File: config.mk
export PLATFORM = sky130hd
export DESIGN_NAME = rx_detection_sequencer
export DESIGN_NICKNAME = d
export VERILOG_FILES = /design/src/rtl/rx_detection_sequencer.sv
export SDC_FILE = /design/constraint.sdc
export NUM_CORES = 1
export LEC_CHECK = 0
export CORE_UTILIZATION = 47
export CTS_CLUSTER_DIAMETER = 50
export DETAILED_ROUTE_END_ITERATION = 12
export PLACE_DENSITY_LB_ADDON = 0.2
export SLEW_MARGIN = 20
export SYNTH_ARGS = -nofsm -noshare
export SYNTH_HDL_FRONTEND = slang
export SYNTH_SLANG_ARGS = --single-unit
File: constraint.sdc
create_clock -name crx_clk -period 2.4 [get_ports crx_clk]
set_clock_uncertainty 0.1 [all_clocks]
set_input_delay 0.48 -clock crx_clk [delete_from_list [all_inputs] [get_ports crx_clk]]
set_output_delay 0.48 -clock crx_clk [all_outputs]
set_load 0.005 [all_outputs]
File: src/rtl/rx_detection_sequencer.sv
// Sequencer for rx_peak_identification: arms the peak search, acknowledges and qualifies
// each peak, blanks detection for a hold-off window, and holds the result for the host.
module rx_detection_sequencer #(
    parameter int unsigned HOLDOFF_SAMPLES = 40800,
    parameter int unsigned TIMEOUT_SAMPLES = 0,
    parameter int          MIN_PEAK        = 1000,
    parameter logic [15:0] DETECT_MAX      = 16'hFFFF
) (
    input  logic               crx_clk,
    input  logic               rrx_rst,
    input  logic               erx_en,
    input  logic               istart,
    input  logic               iabort,
    input  logic               icontinuous,
    input  logic               inew_sample_trigger,
    input  logic               ipeak_trigger,
    input  logic signed [40:0] ipeak_value,
    input  logic        [3:0]  ipeak_seq,
    input  logic        [15:0] ipeak_time,
    input  logic               iresult_ack,
    output logic               open_en,
    output logic               oacq_ack,
    output logic               oresult_valid,
    output logic signed [40:0] oresult_value,
    output logic        [3:0]  oresult_seq,
    output logic        [15:0] oresult_time,
    output logic               otimeout,
    output logic               ooverrun,
    output logic               obusy,
    output logic        [15:0] odetect_count
);

    typedef enum logic [1:0] {S_IDLE, S_ARMED, S_HOLDOFF} state_t;

    localparam logic signed [40:0] MinPeak = 41'(MIN_PEAK);
    localparam logic        [31:0] Holdoff = 32'(HOLDOFF_SAMPLES);
    localparam logic        [31:0] Timeout = 32'(TIMEOUT_SAMPLES);

    state_t             state_q;
    logic        [31:0] cnt_q;
    logic               open_en_q, acq_ack_q, valid_q, timeout_q, overrun_q, busy_q;
    logic signed [40:0] value_q;
    logic        [3:0]  seq_q;
    logic        [15:0] time_q, count_q;
    logic               qualify_d;
    logic        [15:0] count_d;

    always_comb begin
        qualify_d = (ipeak_value >= MinPeak);
        count_d   = (count_q != DETECT_MAX) ? count_q + 16'd1 : count_q;
    end

    always_ff @(posedge crx_clk) begin
        if (rrx_rst || !erx_en) begin
            state_q   <= S_IDLE;
            cnt_q     <= '0;
            open_en_q <= 1'b0;
            acq_ack_q <= 1'b0;
            valid_q   <= 1'b0;
            value_q   <= '0;
            seq_q     <= '0;
            time_q    <= '0;
            timeout_q <= 1'b0;
            overrun_q <= 1'b0;
            busy_q    <= 1'b0;
            count_q   <= '0;
        end else begin
            acq_ack_q <= 1'b0;
            timeout_q <= 1'b0;
            if (inew_sample_trigger) cnt_q <= cnt_q + 32'd1;
            if (iresult_ack) begin
                valid_q   <= 1'b0;
                overrun_q <= 1'b0;
            end
            case (state_q)
                S_IDLE: begin
                    if (istart) begin
                        state_q   <= S_ARMED;
                        cnt_q     <= '0;
                        open_en_q <= 1'b1;
                        busy_q    <= 1'b1;
                    end
                end
                S_ARMED: begin
                    if (iabort) begin
                        state_q   <= S_IDLE;
                        cnt_q     <= '0;
                        open_en_q <= 1'b0;
                        busy_q    <= 1'b0;
                    end else if (ipeak_trigger) begin
                        state_q   <= S_HOLDOFF;
                        cnt_q     <= '0;
                        open_en_q <= 1'b0;
                        acq_ack_q <= 1'b1;
                        // A qualifying capture overrides a same-cycle ack.
                        if (qualify_d) begin
                            value_q <= ipeak_value;
                            seq_q   <= ipeak_seq;
                            time_q  <= ipeak_time;
                            valid_q <= 1'b1;
                            count_q <= count_d;
                            if (valid_q && !iresult_ack) overrun_q <= 1'b1;
                        end
                    end else if (Timeout != 32'd0 && cnt_q == Timeout) begin
                        state_q   <= S_IDLE;
                        cnt_q     <= '0;
                        open_en_q <= 1'b0;
                        busy_q    <= 1'b0;
                        timeout_q <= 1'b1;
                    end
                end
                S_HOLDOFF: begin
                    if (iabort || (cnt_q == Holdoff && !icontinuous)) begin
                        state_q   <= S_IDLE;
                        cnt_q     <= '0;
                        open_en_q <= 1'b0;
                        busy_q    <= 1'b0;
                    end else if (cnt_q == Holdoff) begin
                        state_q   <= S_ARMED;
                        cnt_q     <= '0;
                        open_en_q <= 1'b1;
                    end
                end
                default: begin
                    state_q   <= S_IDLE;
                    cnt_q     <= '0;
                    open_en_q <= 1'b0;
                    busy_q    <= 1'b0;
                end
            endcase
        end
    end

    assign open_en       = open_en_q;
    assign oacq_ack      = acq_ack_q;
    assign oresult_valid = valid_q;
    assign oresult_value = value_q;
    assign oresult_seq   = seq_q;
    assign oresult_time  = time_q;
    assign otimeout      = timeout_q;
    assign ooverrun      = overrun_q;
    assign obusy         = busy_q;
    assign odetect_count = count_q;

endmodule

Word level (Yosys, flattened, before mapping)
Cells that the tools add are included.
Widths: inputs -> output; s select.
{ "word_totals": {"register_bits": 116, "input_bits": 70, "output_inout_bits": 83, "elab_cells": 72} }
{ "op_classes": {"add_sub_neg": 2, "order_cmp": 1, "n_eq_ne": 9, "mux": 34, "bitwise": 2, "reduce_logical": 13} }
{ "ops": {"columns": ["cell", "count"], "rows": [
  ["$mux 32", 6],
  ["$pmux 32 s3", 1],
  ["$ge 41x11->1 const B", 1],
  ["$add 32x1->32 const B", 1],
  ["$eq 32x16->1 const B", 1],
  ["$mux 1", 19],
  ["$add 16x1->16 const B", 1],
  ["$ne 16x16->1 const B", 1],
  ["$mux 2", 5],
  ["$ne 2x2->1 const B", 3],
  ["$ne 3x3->1 const B", 2],
  ["$pmux 1 s3", 2],
  ["$pmux 2 s3", 1],
  ["$reduce_and 3->1", 2],
  ["$reduce_and 5->1", 1],
  ["$reduce_and 4->1", 1],
  ["$logic_not 1->1", 3],
  ["$reduce_or 3->1", 1],
  ["$eq 2x1->1 const B", 1],
  ["$eq 2x2->1 const B", 1],
  ["$logic_and 1x1->1", 2],
  ["$logic_not 2->1", 1],
  ["$logic_or 1x1->1", 2],
  ["$not 1->1", 2]
]} }

Logic depth before layout (Yosys ltp)
{ "depth": {"word_depth": 7, "ltp_mapped": 8} }

Worst setup path before layout
Ideal clock, no wire load.
{ "synth_timing": {"kind": "in2reg", "from": "input ipeak_value[25]", "to": "register value_q[31] (netlist: oresult_value[31])", "setup_ns": 0.132, "arrival_ns": 1.752, "required_time_ns": 2.168, "path_slack_ns": 0.415, "path_stages": 7, "n_path_buf": 2, "path_cell_list": "nor4_1 nand4_1 o31a_1 buf_4 buf_2 nand2_1 a21oi_1"} }
{ "synth_via": {"elab_chain_len": 2} }
{ "synth_lines": {"columns": ["element", "line", "text"], "rows": [
  ["start, declared", "17", "input logic signed [40:0] ipeak_value,"],
  ["$ge 41x11->1", "49", "qualify_d = (ipeak_value >= MinPeak);"],
  ["$reduce_and 4->1 (no line)", null, null],
  ["end signal, assigned", "97", "value_q <= ipeak_value;"],
  ["end, declared", "42", "logic signed [40:0] value_q;"]
]} }
Every way passes these cells.
A chain may end at the register's enable or synchronous reset.

Worst setup path after layout
{ "layout_timing": {"from": "input ipeak_value[33]", "to": "register value_q[11] (netlist: oresult_value[11])"} }
Same word-level chain as after synthesis.

==> flow_summary.toml <==
[outcome]
run_status = "finished, final reports clean"

[route]
final_antenna_violating_net_count = 0
met3_length_um = 764
drc_errors = 0
drt_pass1_iterations = 5
drt_first_iter_violations = 161
detailroute.wirelength.met2_mm = 7.33
route.detailed.wl_per_inst_um = 15.3
avgViaCountPerCell = 5.42
drt-total-wl_mm = 14.1
detailroute.via_count = 5005
maxUsedRoutingLayer = "met4"
wl_met1_mm = 5.73

[timing]
max_slew_margin_pct = 52.6
setup_repair_after_global_routing_missed_its_margin = "false"
worst-slew-pin-transition_ns = 0.700
timing_hold_violations_final = 0
drv_slew = 0
final.setup.tns_ns = 0
timing.fmax_mhz = 456
final_period_util_pct = 91.3
timing.final.crit_period_ns = 2.19
fin_ws_ns = 0.208
finalSetupViolCount = 0

[yosys]
synth_area_leader_cell = "dfxtp_1"
synth.distinct_cells = 56
area_of_the_mapped_netlist_um2 = 4960
synth_nets = 669
synth_top_area_share_pct = 46.8
number_of_enable_flip_flop_cells_after_synthesis = 0
synth_warnings = 0
postSynthRegisterBits = 116
synthesis.instances = 596
sequential_cell_area_fraction_in_the_yosys_report_pct = 46.8
synth.top_cells.by_area = "dfxtp_1 47%, nand2_1 10%, a21oi_1 7.6%"
proportion_of_register_bits_with_asynchronous_set_or_reset_after_synthesis_pct = 0
ys.flop_type = "dfxtp_1"
syn_area_per_cell_um2 = 8.33

[clocking]
worstSkewPairLatency_ns = 0.51
cts_root_buffer = "clkbuf_8"
clock_tree.htree_level_count = 4
cts_made_buffers = 17
cts_setup_buffers = 0
clock_sinks = 116
tritoncts = "built"
post_cts_hold_buffer_count = 0
post_cts_resized = 0
clk_pin_slew_ns = 0.06
cts-root-to-sink-buffers = 2

[placed_design]
routabilityCongestion = 0.889
detailedPlace.worstSlack_ns = -0.300
buffer_ports.inserted = 151
place_hpwl_mm = 9.83

[setup_path]
crit_path_max_incr_delay_ns = 0.42
reg2regPathDepth = 6
worst-r2r-setup-slack_ns = 0.33
timing.critical_path.arrival_ns = 2.53
worst_setup_path_startpoint = "ipeak_value[33]"
worstSetupStartpointType = "input port"
crit_path_end = "oresult_value[11]$_SDFFE_PP0P_"
timing.critical_path.cells = "clkdlybuf4s50_1 > nor4_1 > nand4_1 > o31ai_4 > buf_12 > buf_4 > nand2_1 > a21oi_1"
critical_path_peak_fanout = 15
crit_path_kind = "input port to flip-flop"
reg2reg_to = "odetect_count[9]$_SDFFE_PP0P_"
cp_slowest_cell = "clkdlybuf4s50_1"
setup.worst_path.end_class = "flip-flop"
cp.required_ns = 2.74
reg_to_reg_critical_path_startpoint = "odetect_count[0]$_SDFFE_PP0P_"

[floorplan]
fp-row-count = 37
die_area_um2 = 11000
die_w_um = 105
floorplan.core_area_um2 = 10300
die-height_um = 105
io_pins = 153
initial_core_util_pct = 48.3

[cells_and_area]
post_route_cells_drive_above_1_share_pct = 10.3
final_core_utilization_pct = 71.9
num-nets-final = 850
antennaDiodeCount = 0
syn2layout_area_growth_pct = 48.9

[grt]
grtUsageTotal_pct = 25.8
globalRoute.totalOverflow = 0
via_count_of_the_first_global_routing_pass = 4887
grt_start_max_net_pins = 39
antenna_found_initial = 0
grt_first_pass_wirelength_mm = 22.8

[hold_path]
worst_hold_path_type = "flip-flop to flip-flop"

[pwr]
power_leakage_nw = 2.49
max-vdd-ir-drop_mv = 0.492
finalPower_w = 0.00450
power.density_nw_per_um2 = 609

[run]
cap_viol_max_count = 0
==> where the power goes <==
group / switching (W) / total [W] / leakage (nW) / internal (W)
Combinational: 0.0000975 / 0.000253 / 1.29 / 0.000156
Clock: 0.000877 / 0.00231 / 0.261 / 0.00143
Sequential: 0.00000595 / 0.00194 / 0.935 / 0.00193
==> final cells by class <==
type,count,area (um2)
clock buffer,21,459
clock inverter,9,81.3
fill,805,2890
inverter,6,22.5
multi-input combinational,442,2430
sequential,116,2320
tap,136,170
timing repair buffer,194,1910
==> critical path, delay by kind of cell <==
family / cells / cell delay [ns]
simple gates: 3 / 0.75
buf+inv: 3 / 0.79
compound gates: 2 / 0.50
==> cells in the mapped netlist (5+ instances only) <==
| cell type | count |
|---|---|
| a21oi_1 | 75 |
| and3_1 | 11 |
| buf_2 | 6 |
| buf_6 | 8 |
| clkbuf_1 | 16 |
| dfxtp_1 | 116 |
| inv_1 | 6 |
| nand2_1 | 135 |
| nand2b_1 | 8 |
| nand3_1 | 18 |
| nand4_1 | 20 |
| nor2_1 | 48 |
| nor3_1 | 6 |
| nor4_1 | 11 |
| o21ai_0 | 5 |
| o21ai_1 | 5 |
| o31ai_1 | 6 |
| or4_1 | 5 |
| xnor2_1 | 7 |
| xor2_1 | 24 |
==> placed cells by master (no fill, tap or decap), types with 3 or more instances in the layout <==
cell type          n
buf_4             37
nand2b_1           7
nand2_1          135
o31ai_1            6
nand3_1           18
clkbuf_16         16
or4_1              5
o21ai_1            5
nor3_1             6
inv_1              6
xnor2_1            7
nor4b_1            4
clkdlybuf4s50_1  151
nand4_1           20
nand4b_1           4
clkinvlp_4         3
a21oi_1           75
nor2_1            48
and3_1            11
or3_1              4
ha_1               3
clkinv_2           4
clkbuf_8           4
and2_1             3
xor2_1            24
buf_12             6
and4_1             4
o21ai_0            5
dfxtp_1          116
mux2i_1            3
nor4_1            11
==> kinds of logic (layout without fill, tap and decap cells) <==
group / Yosys count / in the layout / synth area share [%]
mux: 3 / 3 / 0.605
other cells: 1 / 1 / 0.0756
flops: 116 / 116 / 46.8
compound gates: 110 / 110 / 13.0
xor+xnor: 31 / 31 / 5.47
buf+inv: 38 / 230 / 4.39
fa+ha+maj: 3 / 3 / 0.757
simple gates: 294 / 294 / 28.9
==> worst min-delay path by stage <==
stage	start	end	slack (ns)	depth (start not counted)
after global placement	oresult_value[30]$_SDFFE_PP0P_	oresult_value[30]$_SDFFE_PP0P_	0.34	2
final	oresult_value[22]$_SDFFE_PP0P_	oresult_value[22]$_SDFFE_PP0P_	0.35	2
after detailed placement	oresult_value[30]$_SDFFE_PP0P_	oresult_value[30]$_SDFFE_PP0P_	0.35	2
after floorplan	oresult_seq[0]$_SDFFE_PP0P_	oresult_seq[0]$_SDFFE_PP0P_	0.35	2
after CTS	oresult_value[15]$_SDFFE_PP0P_	oresult_value[15]$_SDFFE_PP0P_	0.36	2
after global routing	oresult_value[15]$_SDFFE_PP0P_	oresult_value[15]$_SDFFE_PP0P_	0.37	2
==> flip-flops by register name (all words and copies together), names as in the netlist <==
signal and count:
state_q 2, odetect_count 16, oresult_valid 1, oresult_value 41, obusy 1, open_en 1, oresult_seq 4, oacq_ack 1
ooverrun 1, cnt_q 32, oresult_time 16
==> per-layer routing <==
metal,vias to the layer above,global-route usage (%)
li1,2435,-
met1,2381,29.6
met2,165,45.9
met3,24,5.93
met4,0,10.7
met5,-,0
==> stage by stage <==
step	area [um2]	hold slack, ns	instances
after floorplan	4960	0.353	596
after global placement	6850	0.341	894
after detailed placement	6850	0.346	894
after CTS	7390	0.356	924
after global routing	7390	0.373	924
final	7390	0.354	924
(Power assumes the default switching activity.)
